==> src/rtl/frame_stream_tx_pkg.sv <==
// Shared definitions for the frame playback path (frame_stream_tx) and its capture-side twin.
// Holds default geometry, FSM state encodings, the RGB333 field layout and the colour expansion.
// No logic of its own; everything here is constants, types and pure functions.
package frame_stream_tx_pkg;

  // Default frame geometry and memory shape
  localparam int H_ACTIVE_DFLT = 640;
  localparam int V_ACTIVE_DFLT = 480;
  localparam int ADDR_W_DFLT   = 19;
  localparam int PIX_W_DFLT    = 9;

  // Playback FSM encodings, kept as plain 2-bit constants so older tools can share them
  localparam logic [1:0] ST_IDLE  = 2'd0;
  localparam logic [1:0] ST_FETCH = 2'd1;
  localparam logic [1:0] ST_DRAIN = 2'd2;

  // Stored pixel layout {R[2:0],G[2:0],B[2:0]}; the capture writer packs with the same offsets
  localparam int RGB_FIELD_W = 3;
  localparam int RGB_R_LSB   = 6;
  localparam int RGB_G_LSB   = 3;
  localparam int RGB_B_LSB   = 0;

  typedef struct packed {
    logic [7:0] r;
    logic [7:0] g;
    logic [7:0] b;
  } rgb888_t;

  // Bit replication keeps full-scale codes exact: 3'b000 -> 8'h00, 3'b111 -> 8'hFF
  function automatic logic [7:0] expand3(input logic [2:0] c);
    return {c, c, c[2:1]};
  endfunction

  function automatic rgb888_t rgb333_to_888(input logic [8:0] p);
    rgb888_t o;
    o.r = expand3(p[RGB_R_LSB +: RGB_FIELD_W]);
    o.g = expand3(p[RGB_G_LSB +: RGB_FIELD_W]);
    o.b = expand3(p[RGB_B_LSB +: RGB_FIELD_W]);
    return o;
  endfunction

endpackage

==> src/rtl/frame_stream_tx_if.sv <==
// AXI4-Stream video bundle: 24-bit {R8,G8,B8} payload with SOF on tuser and EOL on tlast.
// Pure wiring, no latency.
// tready from the slave gates the transfer; tvalid/payload are owned by the master.
interface frame_stream_tx_if;
  logic [23:0] tdata;
  logic        tvalid;
  logic        tuser;
  logic        tlast;
  logic        tready;

  modport master (output tdata, output tvalid, output tuser, output tlast, input tready);
  modport slave  (input tdata, input tvalid, input tuser, input tlast, output tready);
endinterface

==> src/rtl/frame_stream_tx_fifo2.sv <==
// stream_fifo2: 2-entry register FIFO carrying {tuser,tlast,pixel} between memory and stream.
// Head is visible the cycle after the push; simultaneous push/pop keeps count constant.
// No internal backpressure: the writer must never push when full unless it also pops.
module stream_fifo2 #(
  parameter int W = 11
) (
  input  logic         clk,
  input  logic         rstn,
  input  logic         push,
  input  logic         pop,
  input  logic [W-1:0] din,
  output logic [W-1:0] dout,
  output logic [1:0]   count
);

  logic [W-1:0] slot0;
  logic [W-1:0] slot1;
  logic         wr_ptr;
  logic         rd_ptr;

  // Storage: write into the slot under wr_ptr; slots clear on reset so the stream reads zero
  always_ff @(posedge clk or negedge rstn) begin
    if (!rstn) begin
      slot0  <= '0;
      slot1  <= '0;
      wr_ptr <= 1'b0;
    end else if (push) begin
      if (wr_ptr) slot1 <= din;
      else        slot0 <= din;
      wr_ptr <= ~wr_ptr;
    end
  end

  // Read pointer advances on every pop
  always_ff @(posedge clk or negedge rstn) begin
    if (!rstn)    rd_ptr <= 1'b0;
    else if (pop) rd_ptr <= ~rd_ptr;
  end

  // Occupancy: push and pop in the same cycle cancel out
  always_ff @(posedge clk or negedge rstn) begin
    if (!rstn) begin
      count <= 2'd0;
    end else begin
      case ({push, pop})
        2'b10:   count <= count + 2'd1;
        2'b01:   count <= count - 2'd1;
        default: count <= count;
      endcase
    end
  end

  assign dout = rd_ptr ? slot1 : slot0;

endmodule

==> src/rtl/frame_stream_tx.sv <==
// frame_stream_tx: plays one stored RGB333 frame out as 24-bit AXI4-Stream video per start request.
// Latency: first read the cycle after start is accepted, first tvalid two edges after acceptance.
// Full tready backpressure: reads are issued only while FIFO + in-flight read leaves a free slot.
module frame_stream_tx
  import frame_stream_tx_pkg::*;
#(
  parameter int H_ACTIVE = H_ACTIVE_DFLT,
  parameter int V_ACTIVE = V_ACTIVE_DFLT,
  parameter int ADDR_W   = ADDR_W_DFLT,
  parameter int PIX_W    = PIX_W_DFLT
) (
  input  logic              Cclk,
  input  logic              rstn,
  input  logic              frame_start,
  output logic              busy,
  output logic              frame_done,
  output logic              mem_rd_en,
  output logic [ADDR_W-1:0] mem_rd_add,
  input  logic [PIX_W-1:0]  mem_rd_data,
  frame_stream_tx_if.master m_axis_video
);

  localparam int TOTAL  = H_ACTIVE * V_ACTIVE;
  localparam int COL_W  = (H_ACTIVE > 1) ? $clog2(H_ACTIVE) : 1;
  localparam int LINE_W = (V_ACTIVE > 1) ? $clog2(V_ACTIVE) : 1;
  localparam int ENT_W  = PIX_W + 2;

  localparam logic [ADDR_W-1:0] LAST_ADDR = ADDR_W'(TOTAL - 1);
  localparam logic [COL_W-1:0]  LAST_COL  = COL_W'(H_ACTIVE - 1);

  logic [1:0]        state;
  logic [ADDR_W-1:0] rd_add;
  logic [COL_W-1:0]  col;
  logic [LINE_W-1:0] line;

  // One read may be in flight; its tags wait here for the data to come back
  logic inflight;
  logic tag_user_q;
  logic tag_last_q;

  logic [ENT_W-1:0] fifo_din;
  logic [ENT_W-1:0] fifo_head;
  logic [1:0]       fifo_count;

  logic       out_vld;
  logic       pop;
  logic [2:0] occ_after_pop;
  logic       rd_issue;
  logic       start_ok;
  logic       last_beat;
  logic       head_user;
  logic       head_last;
  logic [PIX_W-1:0] head_pix;
  rgb888_t    head_rgb;

  assign start_ok = (state == ST_IDLE) && frame_start;

  // A beat leaves the block on the handshake; tvalid itself only looks at FIFO occupancy
  assign out_vld = (fifo_count != 2'd0);
  assign pop     = out_vld && m_axis_video.tready;

  // Slots that will still be claimed after this cycle's pop; a new read needs one free slot
  assign occ_after_pop = {1'b0, fifo_count} + {2'b00, inflight} - {2'b00, pop};
  assign rd_issue      = (state == ST_FETCH) && (occ_after_pop < 3'd2);

  // Final beat: in DRAIN every read is issued, so an EOL pop of the only remaining entry ends the frame
  assign last_beat = (state == ST_DRAIN) && pop && head_last &&
                     (fifo_count == 2'd1) && !inflight;

  // Frame sequencing: a start only counts in IDLE; the frame ends on the last accepted beat
  always_ff @(posedge Cclk or negedge rstn) begin
    if (!rstn) begin
      state <= ST_IDLE;
    end else begin
      case (state)
        ST_IDLE:  if (frame_start)                        state <= ST_FETCH;
        ST_FETCH: if (rd_issue && (rd_add == LAST_ADDR))  state <= ST_DRAIN;
        ST_DRAIN: if (last_beat)                          state <= ST_IDLE;
        default:                                          state <= ST_IDLE;
      endcase
    end
  end

  // Read address and raster position advance together, one step per issued read
  always_ff @(posedge Cclk or negedge rstn) begin
    if (!rstn) begin
      rd_add <= '0;
      col    <= '0;
      line   <= '0;
    end else if (start_ok) begin
      rd_add <= '0;
      col    <= '0;
      line   <= '0;
    end else if (rd_issue) begin
      rd_add <= rd_add + 1'b1;
      if (col == LAST_COL) begin
        col  <= '0;
        line <= line + 1'b1;
      end else begin
        col  <= col + 1'b1;
      end
    end
  end

  // Tags are decided at issue time and ride alongside the read until the data lands
  always_ff @(posedge Cclk or negedge rstn) begin
    if (!rstn) begin
      inflight   <= 1'b0;
      tag_user_q <= 1'b0;
      tag_last_q <= 1'b0;
    end else begin
      inflight <= rd_issue;
      if (rd_issue) begin
        tag_user_q <= (col == '0) && (line == '0);
        tag_last_q <= (col == LAST_COL);
      end
    end
  end

  // Returning read data is pushed unconditionally; the issue rule guarantees a free slot
  assign fifo_din = {tag_user_q, tag_last_q, mem_rd_data};

  stream_fifo2 #(
    .W (ENT_W)
  ) u_fifo (
    .clk   (Cclk),
    .rstn  (rstn),
    .push  (inflight),
    .pop   (pop),
    .din   (fifo_din),
    .dout  (fifo_head),
    .count (fifo_count)
  );

  assign head_user = fifo_head[PIX_W+1];
  assign head_last = fifo_head[PIX_W];
  assign head_pix  = fifo_head[PIX_W-1:0];
  assign head_rgb  = rgb333_to_888(9'(head_pix));

  assign m_axis_video.tvalid = out_vld;
  assign m_axis_video.tdata  = head_rgb;
  assign m_axis_video.tuser  = head_user;
  assign m_axis_video.tlast  = head_last;

  assign mem_rd_en  = rd_issue;
  assign mem_rd_add = rd_add;
  assign busy       = (state != ST_IDLE);
  assign frame_done = last_beat;

endmodule

==> src/flat_wrapper.sv <==
// flat-port wrapper written by rule: the top's interface ports become plain ports
module frame_stream_tx_flat import frame_stream_tx_pkg::*;
#(
  parameter int H_ACTIVE = H_ACTIVE_DFLT,
  parameter int V_ACTIVE = V_ACTIVE_DFLT,
  parameter int ADDR_W   = ADDR_W_DFLT,
  parameter int PIX_W    = PIX_W_DFLT
)
  (Cclk, rstn, frame_start, busy, frame_done, mem_rd_en, mem_rd_add, mem_rd_data, m_axis_video_tdata, m_axis_video_tvalid, m_axis_video_tuser, m_axis_video_tlast, m_axis_video_tready);
  frame_stream_tx_if m_axis_video_i ();
  input  logic Cclk;
  input  logic rstn;
  input  logic frame_start;
  output logic busy;
  output logic frame_done;
  output logic mem_rd_en;
  output logic [ADDR_W-1:0] mem_rd_add;
  input  logic [PIX_W-1:0] mem_rd_data;
  output wire logic [$bits(m_axis_video_i.tdata)-1:0] m_axis_video_tdata;
  output wire logic [$bits(m_axis_video_i.tvalid)-1:0] m_axis_video_tvalid;
  output wire logic [$bits(m_axis_video_i.tuser)-1:0] m_axis_video_tuser;
  output wire logic [$bits(m_axis_video_i.tlast)-1:0] m_axis_video_tlast;
  input wire logic [$bits(m_axis_video_i.tready)-1:0] m_axis_video_tready;
  assign m_axis_video_tdata = m_axis_video_i.tdata;
  assign m_axis_video_tvalid = m_axis_video_i.tvalid;
  assign m_axis_video_tuser = m_axis_video_i.tuser;
  assign m_axis_video_tlast = m_axis_video_i.tlast;
  assign m_axis_video_i.tready = m_axis_video_tready;
  frame_stream_tx #(.H_ACTIVE(H_ACTIVE), .V_ACTIVE(V_ACTIVE), .ADDR_W(ADDR_W), .PIX_W(PIX_W)) u_core (.Cclk(Cclk), .rstn(rstn), .frame_start(frame_start), .busy(busy), .frame_done(frame_done), .mem_rd_en(mem_rd_en), .mem_rd_add(mem_rd_add), .mem_rd_data(mem_rd_data), .m_axis_video(m_axis_video_i));
endmodule
==> config.mk <==
export PLATFORM = sky130hd
export DESIGN_NAME = frame_stream_tx_flat
export DESIGN_NICKNAME = d
export VERILOG_FILES = /design/src/rtl/frame_stream_tx_pkg.sv /design/src/rtl/frame_stream_tx_if.sv /design/src/rtl/frame_stream_tx_fifo2.sv /design/src/rtl/frame_stream_tx.sv /design/src/flat_wrapper.sv
export SDC_FILE = /design/constraint.sdc
export NUM_CORES = 1
export LEC_CHECK = 0
export ABC_AREA = 1
export BUFFER_PORTS_ARGS = -buffer_cell sky130_fd_sc_hd__buf_2
export CAP_MARGIN = 5
export CORE_MARGIN = 2
export CORE_UTILIZATION = 45
export CTS_BUF_LIST = sky130_fd_sc_hd__clkbuf_2 sky130_fd_sc_hd__clkbuf_4 sky130_fd_sc_hd__clkbuf_8
export CTS_CLUSTER_DIAMETER = 80
export DETAILED_ROUTE_END_ITERATION = 16
export GPL_ROUTABILITY_DRIVEN = 0
export PLACE_DENSITY_LB_ADDON = 0.05
export SLEW_MARGIN = 30
export SYNTH_ARGS = -nofsm -noshare
export SYNTH_HDL_FRONTEND = slang
export SYNTH_SLANG_ARGS = --single-unit
==> constraint.sdc <==
create_clock -name Cclk -period 2.3 [get_ports Cclk]
set_clock_uncertainty 0.1 [all_clocks]
set_input_delay 0.23 -clock Cclk [delete_from_list [all_inputs] [get_ports Cclk]]
set_output_delay 0.23 -clock Cclk [all_outputs]
set_load 0.1 [all_outputs]
==> reports/qor.json, run 1 <==
{
  "status": "finished with violations",
  "violations": "negative setup slack",
  "final_cell_area_sq_um": 5180,
  "cts.sinks": 69,
  "num_antenna_cells": 0,
  "ff_latch_area_sq_um": 1730,
  "grt_usage": 0.210,
  "cts-root-to-sink-buffers": 2,
  "cts-buffers-inserted": 9,
  "syn_to_final_growth_pct": 31.8,
  "yosys.area.top_type": "sky130_fd_sc_hd__dfrtp_1",
  "portBuffers": 61,
  "clk_pin_slew_ns": 0.08,
  "core-area_sq_um": 8590,
  "min_period_ns": 2.71,
  "synth_enable_flop_cells": 0,
  "multi_input_comb_area_sq_um": 2120,
  "grt_antenna_before_repair": 0,
  "grt_max_degree": 51,
  "final_setup_violation_count": 43,
  "seq_area_frac_synth": 0.439,
  "syn-mean-instance-area_sq_um": 7.61,
  "drtPass1Iterations": 4,
  "post_route_cells_drive_above_1_share": 0.331,
  "ff2ff_setup_slack_ns": -0.28,
  "clk_root_buf": "sky130_fd_sc_hd__clkbuf_8",
  "worst_ep_arrival_time_ns": 2.38,
  "hold_path_class": "primary input to register",
  "rows": 34,
  "clk-insertion-delay-late_ns": 0.35,
  "setup_ws_ns": -0.409,
  "critical_path_class": "register to output port",
  "postRouteAntennaNets": 0,
  "drv_cap": 0,
  "detail_route.wl_per_cell_um": 13.7,
  "finalCritPeriodShare": 1.18,
  "reg2reg_end": "u_core.mem_rd_add[1]",
  "slew_violations": 0,
  "cts_max_level": 3,
  "post_dp_cell_area_sq_um": 4480,
  "gate_count_post_synth": 517,
  "num_vias": 3609,
  "finalNetCount": 623,
  "place.detailed.hpwl_um": 6510,
  "syn_nets": 538,
  "starting_density": 0.458,
  "crit_path_max_fanout": 3,
  "top_level_ports": 62,
  "globalRouteOverflowTotal": 0,
  "timing.hold.worst.start": "mem_rd_data[7]",
  "design.die.area_sq_um": 9510,
  "worst_slew_slack_as_a_fraction_of_its_limit": 0.551,
  "die_width_um": 97.5,
  "fillers": 802,
  "crit-reg2reg-launch": "u_core.u_fifo.count[1]",
  "yosys_most_used_dff": "sky130_fd_sc_hd__dfrtp_1",
  "ys_seq_elements": 69,
  "cts_tree": "done",
  "timing.critical_path.to_type": "output port",
  "timing.final.hold_violations": 0,
  "first_global_vias": 3344,
  "detail_route.vias_per_cell": 5.05,
  "synth.area.top_cells": "sky130_fd_sc_hd__dfrtp_1, sky130_fd_sc_hd__nand2_1, sky130_fd_sc_hd__inv_1",
  "timing.hold.worst_path_depth": 3,
  "utilization": 0.603,
  "worstMarginPinSlew_ns": 0.674,
  "synthDistinctLibCells": 41,
  "fmax_mhz": 369,
  "drt-total-wl_um": 9780,
  "worstRegToRegCells": 15,
  "grt_setup_unrepaired": "true",
  "yosysWarningCount": 0,
  "yosys.area.top_type_share": 0.439,
  "die_h_um": 97.5,
  "syn-cell-area_sq_um": 3930,
  "min_delay_worst_endpoint": "u_core.u_fifo.slot0[7]",
  "grt_pass1_wl_um": 16100,
  "share_of_async_settable_or_async_resettable_flops_after_synthesis": 1.00,
  "detail_route.drc_violations": 0,
  "drtIter0Drc": 211,
  "critPathRequiredTime_ns": 1.97,
  "whs_ns": 0.0323,
  "worst_setup_sp_type": "register"
}
-- metal layers --
layer / global-route usage / up-vias / part of all wire
li1: - / 1827 / -
met1: 0.298 / 1692 / 0.47
met2: 0.325 / 81 / 0.48
met3: 0.0381 / 9 / 0.047
met4: 0.0673 / 0 / 0.0093
met5: 0 / - / 0
-- worst max-delay path: stages, from the launching register on --
cell	delay, ns
sky130_fd_sc_hd__dfrtp_2	0.41
sky130_fd_sc_hd__inv_2	0.08
sky130_fd_sc_hd__ha_4	0.14
sky130_fd_sc_hd__clkinvlp_4	0.10
sky130_fd_sc_hd__nand2_2	0.09
sky130_fd_sc_hd__nand2_2	0.06
sky130_fd_sc_hd__nand2_2	0.07
sky130_fd_sc_hd__nand2_2	0.05
sky130_fd_sc_hd__fa_2	0.55
sky130_fd_sc_hd__nand2_2	0.07
sky130_fd_sc_hd__nor2_4	0.13
sky130_fd_sc_hd__buf_12	0.12
sky130_fd_sc_hd__buf_12	0.16
-- layout make-up --
type | instances | share of cell area
repair buffers | 101 | 0.144
multi-input cells | 358 | 0.410
flip-flops and latches | 69 | 0.333
clock inverters | 7 | 0.0142
well taps | 108 | 0.0261
inverters | 63 | 0.0488
clock buffers | 9 | 0.0239
-- worst max path at each step --
stage                                start  slack, ns                    to
floorplan           u_core.u_fifo.count[1]      -0.62  u_core.mem_rd_add[1]
global placement    u_core.u_fifo.count[0]      -0.09             mem_rd_en
detailed placement  u_core.u_fifo.count[0]      -0.12             mem_rd_en
CTS                 u_core.u_fifo.count[1]      -0.41             mem_rd_en
global route        u_core.u_fifo.count[1]      -0.52             mem_rd_en
finish              u_core.u_fifo.count[1]      -0.41             mem_rd_en
-- layout by cell type (no fill, tap or decap), types with 4 or more instances in the layout --
master	n
sky130_fd_sc_hd__nand2_1	127
sky130_fd_sc_hd__dfrtp_1	68
sky130_fd_sc_hd__buf_2	59
sky130_fd_sc_hd__inv_1	53
sky130_fd_sc_hd__nor2_1	34
sky130_fd_sc_hd__o21ai_0	27
sky130_fd_sc_hd__buf_4	23
sky130_fd_sc_hd__nand3_1	21
sky130_fd_sc_hd__nand4_1	20
sky130_fd_sc_hd__nand2_2	19
sky130_fd_sc_hd__o21ai_2	12
sky130_fd_sc_hd__o21ai_1	11
sky130_fd_sc_hd__a21oi_1	10
sky130_fd_sc_hd__buf_6	10
sky130_fd_sc_hd__nor3_1	9
sky130_fd_sc_hd__nand2_4	9
sky130_fd_sc_hd__clkbuf_8	9
sky130_fd_sc_hd__xor2_1	8
sky130_fd_sc_hd__nand3_2	7
sky130_fd_sc_hd__inv_2	7
sky130_fd_sc_hd__buf_12	7
sky130_fd_sc_hd__ha_1	6
sky130_fd_sc_hd__nor2_4	5
sky130_fd_sc_hd__nand3_4	4
sky130_fd_sc_hd__nand2_8	4
sky130_fd_sc_hd__nor2_2	4
-- flip-flops by register name, summed over array words and instances (netlist names) --
name and cells:
u_core.u_fifo.wr_ptr 1, u_core.state 2, u_core.u_fifo.slot1 11, u_core.tag_user_q 1, u_core.u_fifo.count 2, u_core.u_fifo.slot0 11, u_core.line 9, u_core.u_fifo.rd_ptr 1
u_core.inflight 1, u_core.col 10, u_core.mem_rd_add 19, u_core.tag_last_q 1
-- kinds of logic (layout without fill, tap and decap cells) --
group | Yosys count | after routing | share of synthesized area
compound gates | 67 | 67 | 0.0948
xor+xnor | 11 | 11 | 0.0245
fa+ha+maj | 8 | 8 | 0.0274
buf+inv | 93 | 180 | 0.109
flops | 69 | 69 | 0.439
simple gates | 269 | 272 | 0.306
-- per-stage QoR --
step | setup TNS [ns] | instances | setup WS, ns
floorplan | -23.66 | 517 | -0.618
global placement | -1.32 | 679 | -0.0893
detailed placement | -2.98 | 679 | -0.122
CTS | -6.05 | 707 | -0.413
global route | -12.72 | 715 | -0.515
finish | -7.48 | 715 | -0.409
-- what timing repair did --
item	4_1_cts	5_1_grt
setup endpoints to repair	43	43
pin swaps	8	25
endpoints found under the hold margin	19	0
cloned	2	2
hold buffers	1	0
resized for setup	19	69
buffers inserted	9	9
-- cells in the mapped netlist (2+ instances only) --
library cell / n
sky130_fd_sc_hd__a21oi_1: 10
sky130_fd_sc_hd__buf_2: 2
sky130_fd_sc_hd__buf_4: 16
sky130_fd_sc_hd__buf_6: 2
sky130_fd_sc_hd__clkbuf_1: 8
sky130_fd_sc_hd__dfrtp_1: 69
sky130_fd_sc_hd__ha_1: 7
sky130_fd_sc_hd__inv_1: 57
sky130_fd_sc_hd__inv_2: 5
sky130_fd_sc_hd__nand2_1: 151
sky130_fd_sc_hd__nand2_2: 4
sky130_fd_sc_hd__nand3_1: 28
sky130_fd_sc_hd__nand3_2: 4
sky130_fd_sc_hd__nand4_1: 20
sky130_fd_sc_hd__nor2_1: 37
sky130_fd_sc_hd__nor2_2: 5
sky130_fd_sc_hd__nor3_1: 9
sky130_fd_sc_hd__nor4_1: 2
sky130_fd_sc_hd__o21ai_0: 38
sky130_fd_sc_hd__o21ai_1: 7
sky130_fd_sc_hd__o21ai_2: 5
sky130_fd_sc_hd__o21bai_1: 2
sky130_fd_sc_hd__or2_2: 2
sky130_fd_sc_hd__xnor2_1: 2
sky130_fd_sc_hd__xor2_1: 9
Power of run 1 is left out: the tool's default activity adds up to more than one toggle a clock period on the data nets, which glitch-free logic cannot reach.
==> run 2, diff against run 1 <==
HOLD_SLACK_MARGIN = 0.15   (was default)
==> run 2 against run 1 <==
The run still ends with negative setup slack left. Cell area increased by 1.7%. Wire length up 0.72%. Register-to-register slack is essentially flat. First-iteration DRC count up 9.0%. Highest routed layer unchanged.
==> reports/qor.json, run 2 (synthesis gave the netlist of run 1 again) <==
{
  "clk_pin_slew": {"value": 0.08, "unit": "ns", "change": "about the same"},
  "die_width": {"value": 97.5, "unit": "um", "change": "unchanged"},
  "rows": {"value": 34, "change": "unchanged"},
  "globalRouteOverflowTotal": {"value": 0, "change": "unchanged"},
  "detail_route.vias_per_cell": {"value": 5.06, "change": "was 5.05"},
  "cts-buffers-inserted": {"value": 9, "change": "unchanged"},
  "critPathRequiredTime": {"value": 1.97, "unit": "ns", "change": "about the same"},
  "crit_path_max_fanout": {"value": 3, "change": "unchanged"},
  "clk-insertion-delay-late": {"value": 0.35, "unit": "ns", "change": "about the same"},
  "grt_antenna_before_repair": {"value": 0, "change": "unchanged"},
  "status": {"value": "finished with violations", "change": "unchanged"},
  "finish.cell_count_without_fillers": {"value": 724, "change": "was 715"},
  "die_h": {"value": 97.5, "unit": "um", "change": "unchanged"},
  "finalNetCount": {"value": 632, "change": "was 623"},
  "cts_tree": {"value": "done", "change": "unchanged"},
  "top_level_ports": {"value": 62, "change": "unchanged"},
  "num_vias": {"value": 3660, "change": "was 3609"},
  "worst_setup_sp_type": {"value": "register", "change": "unchanged"},
  "critical_path_class": {"value": "register to output port", "change": "unchanged"},
  "grt.busiest_layer": {"value": "met2", "change": "unchanged"},
  "dp.cells": {"value": 679, "change": "unchanged"},
  "portBuffers": {"value": 61, "change": "unchanged"},
  "place.detailed.hpwl": {"value": 6510, "unit": "um", "change": "unchanged"},
  "most-common-layout-cells": {"value": "sky130_fd_sc_hd__nand2_1, sky130_fd_sc_hd__dfrtp_1, sky130_fd_sc_hd__buf_2, sky130_fd_sc_hd__inv_1, sky130_fd_sc_hd__nor2_1", "change": "unchanged"},
  "worst_ep_arrival_time": {"value": 2.38, "unit": "ns", "change": "about the same"},
  "grt_use_met1": {"value": 0.298, "change": "about the same"},
  "postRouteAntennaNets": {"value": 0, "change": "unchanged"},
  "hold_path_class": {"value": "primary input to register", "change": "unchanged"},
  "drv_cap": {"value": 0, "change": "unchanged"},
  "clk_root_buf": {"value": "sky130_fd_sc_hd__clkbuf_8", "change": "unchanged"},
  "setup_ws": {"value": -0.408, "unit": "ns", "change": "was -0.409 ns"},
  "drt-total-wl": {"value": 9850, "unit": "um", "change": "was 9780 um"},
  "grt_pass1_wl": {"value": 16200, "unit": "um", "change": "was 16100 um"},
  "timing.final.hold_violations": {"value": 0, "change": "unchanged"},
  "drtIter0Drc": {"value": 230, "change": "was 211"},
  "fmax": {"value": 369, "unit": "MHz", "change": "about the same"},
  "syn_to_final_growth": {"value": 34.1, "unit": "%", "change": "was 31.8%"},
  "grt_max_degree": {"value": 51, "change": "unchanged"},
  "cts.sinks": {"value": 69, "change": "unchanged"},
  "slew_violations": {"value": 0, "change": "unchanged"},
  "violations": {"value": "negative setup slack", "change": "unchanged"},
  "design.die.area": {"value": 9510, "unit": "sq um", "change": "unchanged"},
  "finalCritPeriodShare": {"value": 1.18, "change": "about the same"},
  "cts_max_level": {"value": 3, "change": "unchanged"},
  "cts-root-to-sink-buffers": {"value": 2, "change": "unchanged"},
  "first_global_vias": {"value": 3384, "change": "was 3344"},
  "final_setup_violation_count": {"value": 43, "change": "unchanged"},
  "timing.critical_path.to_type": {"value": "output port", "change": "unchanged"},
  "num_antenna_cells": {"value": 0, "change": "unchanged"},
  "detail_route.drc_violations": {"value": 0, "change": "unchanged"},
  "layout_commonest_cell": {"value": "sky130_fd_sc_hd__nand2_1", "change": "unchanged"},
  "starting_density": {"value": 0.458, "change": "unchanged"},
  "whs": {"value": 0.255, "unit": "ns", "change": "was 0.0323 ns"},
  "grt_setup_unrepaired": {"value": "true", "change": "unchanged"},
  "min_period": {"value": 2.71, "unit": "ns", "change": "about the same"},
  "worst_slew_slack_as_a_fraction_of_its_limit": {"value": 0.546, "change": "was 0.551"},
  "post_route_cells_drive_above_1_share": {"value": 0.326, "change": "was 0.331"},
  "grt_usage": {"value": 0.210, "change": "about the same"},
  "detail_route.wl_per_cell": {"value": 13.6, "unit": "um", "change": "was 13.7 um"},
  "worstMarginPinSlew": {"value": 0.681, "unit": "ns", "change": "was 0.674 ns"},
  "use_met2": {"value": 0.328, "change": "was 0.325"},
  "core-area": {"value": 8590, "unit": "sq um", "change": "unchanged"},
  "drtPass1Iterations": {"value": 5, "change": "was 4"},
  "setup_tns": {"value": -7.51, "unit": "ns", "change": "was -7.48 ns"},
  "grt.met3_usage": {"value": 0.0381, "change": "unchanged"},
  "largest_register_ffs": {"value": 19, "change": "unchanged"}
}
[run 2: cell count changes in the layout (fill, tap and decap cells not counted)]
cell and delta:
sky130_fd_sc_hd__dlygate4sd3_1 +9
[run 2: layout make-up]
| type | count | area (sq um) |
|---|---|---|
| Multi-Input combinational cell | 358 | 2120 |
| Timing Repair Buffer | 110 | 836 |
| Clock inverter | 7 | 73.8 |
| Fill cell | 794 | 3320 |
| Sequential cell | 69 | 1730 |
| Clock buffer | 9 | 124 |
| Tap cell | 108 | 135 |
| Inverter | 63 | 253 |
[run 2: worst max-delay path, stage by stage, from the launching register on]
cell and delay [ns]:
sky130_fd_sc_hd__dfrtp_2 0.41, sky130_fd_sc_hd__inv_2 0.08, sky130_fd_sc_hd__ha_4 0.14, sky130_fd_sc_hd__clkinvlp_4 0.10, sky130_fd_sc_hd__nand2_2 0.09, sky130_fd_sc_hd__nand2_2 0.06, sky130_fd_sc_hd__nand2_2 0.07, sky130_fd_sc_hd__nand2_2 0.05
sky130_fd_sc_hd__fa_2 0.55, sky130_fd_sc_hd__nand2_2 0.07, sky130_fd_sc_hd__nor2_4 0.13, sky130_fd_sc_hd__buf_12 0.12, sky130_fd_sc_hd__buf_12 0.16
[run 2: path summary, 6_finish.rpt]
| path | from | end | slack, ns | depth (start not counted) |
|---|---|---|---|---|
| max in group asynchronous | rstn | u_core.state[1] | 1.19 | 3 |
| hold reg to reg | u_core.u_fifo.slot1[5] | u_core.u_fifo.slot1[5] | 0.39 | 2 |
| hold / removal | m_axis_video_tready | u_core.u_fifo.count[1] | 0.26 | 5 |
| setup / recovery | u_core.u_fifo.count[1] | mem_rd_en | -0.41 | 12 |
| setup reg to reg | u_core.u_fifo.count[1] | u_core.mem_rd_add[1] | -0.28 | 15 |
| min in group asynchronous | rstn | u_core.mem_rd_add[10] | 0.27 | 2 |
[run 2: timing repair]
item | in CTS | in global routing
hold endpoints to repair | 37 | 0
endpoints found under the setup margin | 43 | 43
pin swaps | 8 | 25
setup buffers | 9 | 9
gates resized for setup | 19 | 69
hold buffers | 10 | 0
gates cloned | 2 | 2
[run 2: routing by layer]
metal | up-vias | routed length (um)
met4 | 0 | 102
li1 | 1845 | -
met2 | 99 | 4700
met1 | 1705 | 4530
met3 | 11 | 528
met5 | - | 0
[run 2: per-stage QoR]
| step | cell area, sq um | util | setup WS (ns) |
|---|---|---|---|
| 6_report | 5270 | 0.614 | -0.408 |
| 5_1_grt | 5270 | 0.614 | -0.515 |
| 4_1_cts | 4960 | 0.577 | -0.413 |
| 3_5_place_dp | 4480 | 0.521 | -0.122 |
| 3_3_place_gp | 4480 | 0.521 | -0.0893 |
| 2_1_floorplan | 4010 | - | -0.618 |
Power of run 2 is left out for the same reason.
==> run 3, diff against run 2 <==
ABC_AREA = default   (was 1)
clock period = 3.5 ns   (was 2.3 ns; I/O delays follow)
==> run 3 against run 2 <==
The flow now finishes without violations. Sequential share of layout area rose by 7.4 points. Die area shrank 9.0%. Core utilization shrank 5.4 points. Count of clock-buffer cells in the layout is 1 higher. Largest cell class is now sequential cells.
==> reports/qor.json, run 3 <==
{
  "status": {"value": "completed", "change": "was finished with violations"},
  "setup_tns": {"value": 0, "unit": "ns", "change": "was -7.51 ns"},
  "cts-buffers-inserted": {"value": 9, "change": "unchanged"},
  "grt_usage": {"value": 0.191, "change": "was 0.210"},
  "final_setup_violation_count": {"value": 0, "change": "was 43"},
  "critical_path_class": {"value": "register to register", "change": "was register to output port"},
  "layout_commonest_cell": {"value": "sky130_fd_sc_hd__dfrtp_1", "change": "was sky130_fd_sc_hd__nand2_1"},
  "worst_ep_arrival_time": {"value": 3.45, "unit": "ns", "change": "was 2.38 ns"},
  "cts.sinks": {"value": 69, "change": "unchanged"},
  "drv_cap": {"value": 0, "change": "unchanged"},
  "synth_enable_flop_cells": {"value": 0, "change": "unchanged"},
  "clk_pin_slew": {"value": 0.08, "unit": "ns", "change": "about the same"},
  "detail_route.drc_violations": {"value": 0, "change": "unchanged"},
  "drtIter0Drc": {"value": 118, "change": "was 230"},
  "yosysWarningCount": {"value": 0, "change": "unchanged"},
  "synth.area.top_cells": {"value": "sky130_fd_sc_hd__dfrtp_1, sky130_fd_sc_hd__mux2_2, sky130_fd_sc_hd__xnor2_1", "change": "was sky130_fd_sc_hd__dfrtp_1, sky130_fd_sc_hd__nand2_1, sky130_fd_sc_hd__inv_1"},
  "synthMostInstantiatedCell": {"value": "sky130_fd_sc_hd__dfrtp_1", "change": "was sky130_fd_sc_hd__nand2_1"},
  "num_antenna_cells": {"value": 0, "change": "unchanged"},
  "worst_setup_sp_type": {"value": "register", "change": "unchanged"},
  "place.detailed.hpwl": {"value": 5300, "unit": "um", "change": "was 6510 um"},
  "syn-cell-area": {"value": 3560, "unit": "sq um", "change": "was 3930 sq um"},
  "cts_max_level": {"value": 3, "change": "unchanged"},
  "place_worst_setup_slack": {"value": 0.0630, "unit": "ns", "change": "was -0.122 ns"},
  "detail_route.wl_per_cell": {"value": 15.1, "unit": "um", "change": "was 13.6 um"},
  "globalRouteOverflowTotal": {"value": 0, "change": "unchanged"},
  "seq_area_frac_synth": {"value": 0.484, "change": "was 0.439"},
  "utilization": {"value": 0.559, "change": "was 0.614"},
  "top_level_ports": {"value": 62, "change": "unchanged"},
  "clk-insertion-delay-late": {"value": 0.34, "unit": "ns", "change": "was 0.35 ns"},
  "num_vias": {"value": 2741, "change": "was 3660"},
  "slew_violations": {"value": 0, "change": "unchanged"},
  "syn_nets": {"value": 361, "change": "was 538"},
  "yosys_most_used_dff": {"value": "sky130_fd_sc_hd__dfrtp_1", "change": "unchanged"},
  "share_of_async_settable_or_async_resettable_flops_after_synthesis": {"value": 1.00, "change": "unchanged"},
  "ff2ff_setup_slack": {"value": 0.22, "unit": "ns", "change": "was -0.28 ns"},
  "design.die.area": {"value": 8650, "unit": "sq um", "change": "was 9510 sq um"},
  "cts-root-to-sink-buffers": {"value": 2, "change": "unchanged"},
  "portBuffers": {"value": 61, "change": "unchanged"},
  "grt_antenna_before_repair": {"value": 0, "change": "unchanged"},
  "largest_register_ffs": {"value": 19, "change": "unchanged"},
  "worstMarginPinSlew": {"value": 0.512, "unit": "ns", "change": "was 0.681 ns"},
  "postRouteAntennaNets": {"value": 0, "change": "unchanged"},
  "crit_path_max_fanout": {"value": 11, "change": "was 3"},
  "grt_max_degree": {"value": 29, "change": "was 51"},
  "grt_setup_unrepaired": {"value": "false", "change": "was true"},
  "gate_count_post_synth": {"value": 340, "change": "was 517"},
  "fmax_mhz": 305,
  "cts_tree": {"value": "done", "change": "unchanged"},
  "yosys.area.top_type": {"value": "sky130_fd_sc_hd__dfrtp_1", "change": "unchanged"},
  "drtPass1Iterations": {"value": 4, "change": "was 5"},
  "most-common-layout-cells": {"value": "sky130_fd_sc_hd__dfrtp_1, sky130_fd_sc_hd__buf_2, sky130_fd_sc_hd__mux2_2, sky130_fd_sc_hd__nand2_1, sky130_fd_sc_hd__nand3_1", "change": "was sky130_fd_sc_hd__nand2_1, sky130_fd_sc_hd__dfrtp_1, sky130_fd_sc_hd__buf_2, sky130_fd_sc_hd__inv_1, sky130_fd_sc_hd__nor2_1"},
  "ys_seq_elements": {"value": 69, "change": "unchanged"},
  "timing.critical_path.to_type": {"value": "register", "change": "was output port"},
  "clk_root_buf": {"value": "sky130_fd_sc_hd__clkbuf_8", "change": "unchanged"},
  "syn_to_final_growth": {"value": 20.6, "unit": "%", "change": "was 34.1%"},
  "postCtsSetupBuffers": {"value": 0, "change": "was 9"},
  "min_period_ns": 3.28,
  "post_route_cells_drive_above_1_share": {"value": 0.321, "change": "was 0.326"},
  "syn-mean-instance-area": {"value": 10.5, "unit": "sq um", "change": "was 7.61 sq um"},
  "drt-total-wl": {"value": 7780, "unit": "um", "change": "was 9850 um"},
  "hold_path_class": {"value": "primary input to register", "change": "unchanged"},
  "critPathRequiredTime": {"value": 3.67, "unit": "ns", "change": "was 1.97 ns"},
  "core-area": {"value": 7690, "unit": "sq um", "change": "was 8590 sq um"},
  "netlist_top_cells_count": {"value": "sky130_fd_sc_hd__dfrtp_1, sky130_fd_sc_hd__mux2_2, sky130_fd_sc_hd__nand2_1", "change": "was sky130_fd_sc_hd__nand2_1, sky130_fd_sc_hd__dfrtp_1, sky130_fd_sc_hd__inv_1"},
  "setup_ws": {"value": 0.219, "unit": "ns", "change": "was -0.408 ns"},
  "yosys.area.top_type_share": {"value": 0.484, "change": "was 0.439"},
  "first_global_vias": {"value": 2708, "change": "was 3384"},
  "detail_route.vias_per_cell": {"value": 5.31, "change": "was 5.06"},
  "die_width": {"value": 93, "unit": "um", "change": "was 97.5 um"},
  "finalCritPeriodShare": 0.937,
  "starting_density": {"value": 0.464, "change": "was 0.458"},
  "rows": {"value": 32, "change": "was 34"},
  "worst_slew_slack_as_a_fraction_of_its_limit": {"value": 0.655, "change": "was 0.546"},
  "synthDistinctLibCells": {"value": 45, "change": "was 41"},
  "timing.final.hold_violations": {"value": 0, "change": "unchanged"},
  "finalNetCount": {"value": 430, "change": "was 632"},
  "dp.cells": {"value": 490, "change": "was 679"},
  "die_h": {"value": 93, "unit": "um", "change": "was 97.5 um"},
  "finish.cell_count_without_fillers": {"value": 516, "change": "was 724"},
  "grt_pass1_wl": {"value": 13000, "unit": "um", "change": "was 16200 um"}
}
[run 3: final timing paths]
path / from / end / cells past startpoint
min: frame_start / u_core.state[0] / 3
min in group asynchronous: rstn / u_core.u_fifo.slot0[1] / 2
max reg2reg: u_core.u_fifo.count[0] / u_core.mem_rd_add[11] / 10
max: u_core.u_fifo.count[0] / u_core.mem_rd_add[11] / 10
max in group asynchronous: rstn / u_core.col[8] / 3
min reg2reg: u_core.u_fifo.slot0[9] / u_core.u_fifo.slot0[9] / 1
[run 3: area by class of cell]
cell class | instances | area [sq um]
Clock buffer | 10 | 138
Clock inverter | 6 | 86.3
Fill cell | 725 | 3390
Inverter | 17 | 66.3
Multi-Input combinational cell | 230 | 1650
Sequential cell | 69 | 1730
Tap cell | 102 | 128
Timing Repair Buffer | 82 | 503
[run 3: what timing repair did]
item,in CTS,in global routing
hold buffers,10,0
endpoints found under the setup margin,0,10
resized for setup,0,7
hold endpoints to repair,33,0
[run 3: layer usage]
layer  up-vias  track usage  routed length, um
li1       1350            -                  -
met4         0       0.0588                 93
met1      1315        0.259               3650
met3         6       0.0435                365
met2        70        0.307               3660
met5         -            0                  0
[run 3: worst max-delay path, cell delays in order (launching register included)]
cell                       delay (ns)
sky130_fd_sc_hd__dfrtp_1         0.42
sky130_fd_sc_hd__inv_1           0.07
sky130_fd_sc_hd__ha_1            0.16
sky130_fd_sc_hd__nand2b_2        0.18
sky130_fd_sc_hd__and2_1          0.20
sky130_fd_sc_hd__o21ai_0         0.11
sky130_fd_sc_hd__fa_2            0.58
sky130_fd_sc_hd__nand3b_2        0.14
sky130_fd_sc_hd__or4b_4          0.62
sky130_fd_sc_hd__or4_1           0.49
sky130_fd_sc_hd__a21oi_1         0.15
[run 3: stage by stage]
step	instance area, sq um	hold slack [ns]
after global placement	3950	0.194
after CTS	4280	0.196
after detailed placement	3950	0.190
after floorplan	3570	-0.0456
after global routing	4300	0.204
final	4300	0.213
[run 3: cell families after synthesis]
kind of cell,count (synthesis),share of synthesized area
AO/OA/AOI/OAI,47,0.0779
XOR/XNOR,17,0.0439
adder cells (fa/ha/maj),9,0.0330
buffers and inverters,41,0.0597
flip-flops,69,0.484
multiplexers,35,0.110
AND/OR/NAND/NOR,122,0.191
Power of run 3 is left out for the same reason.
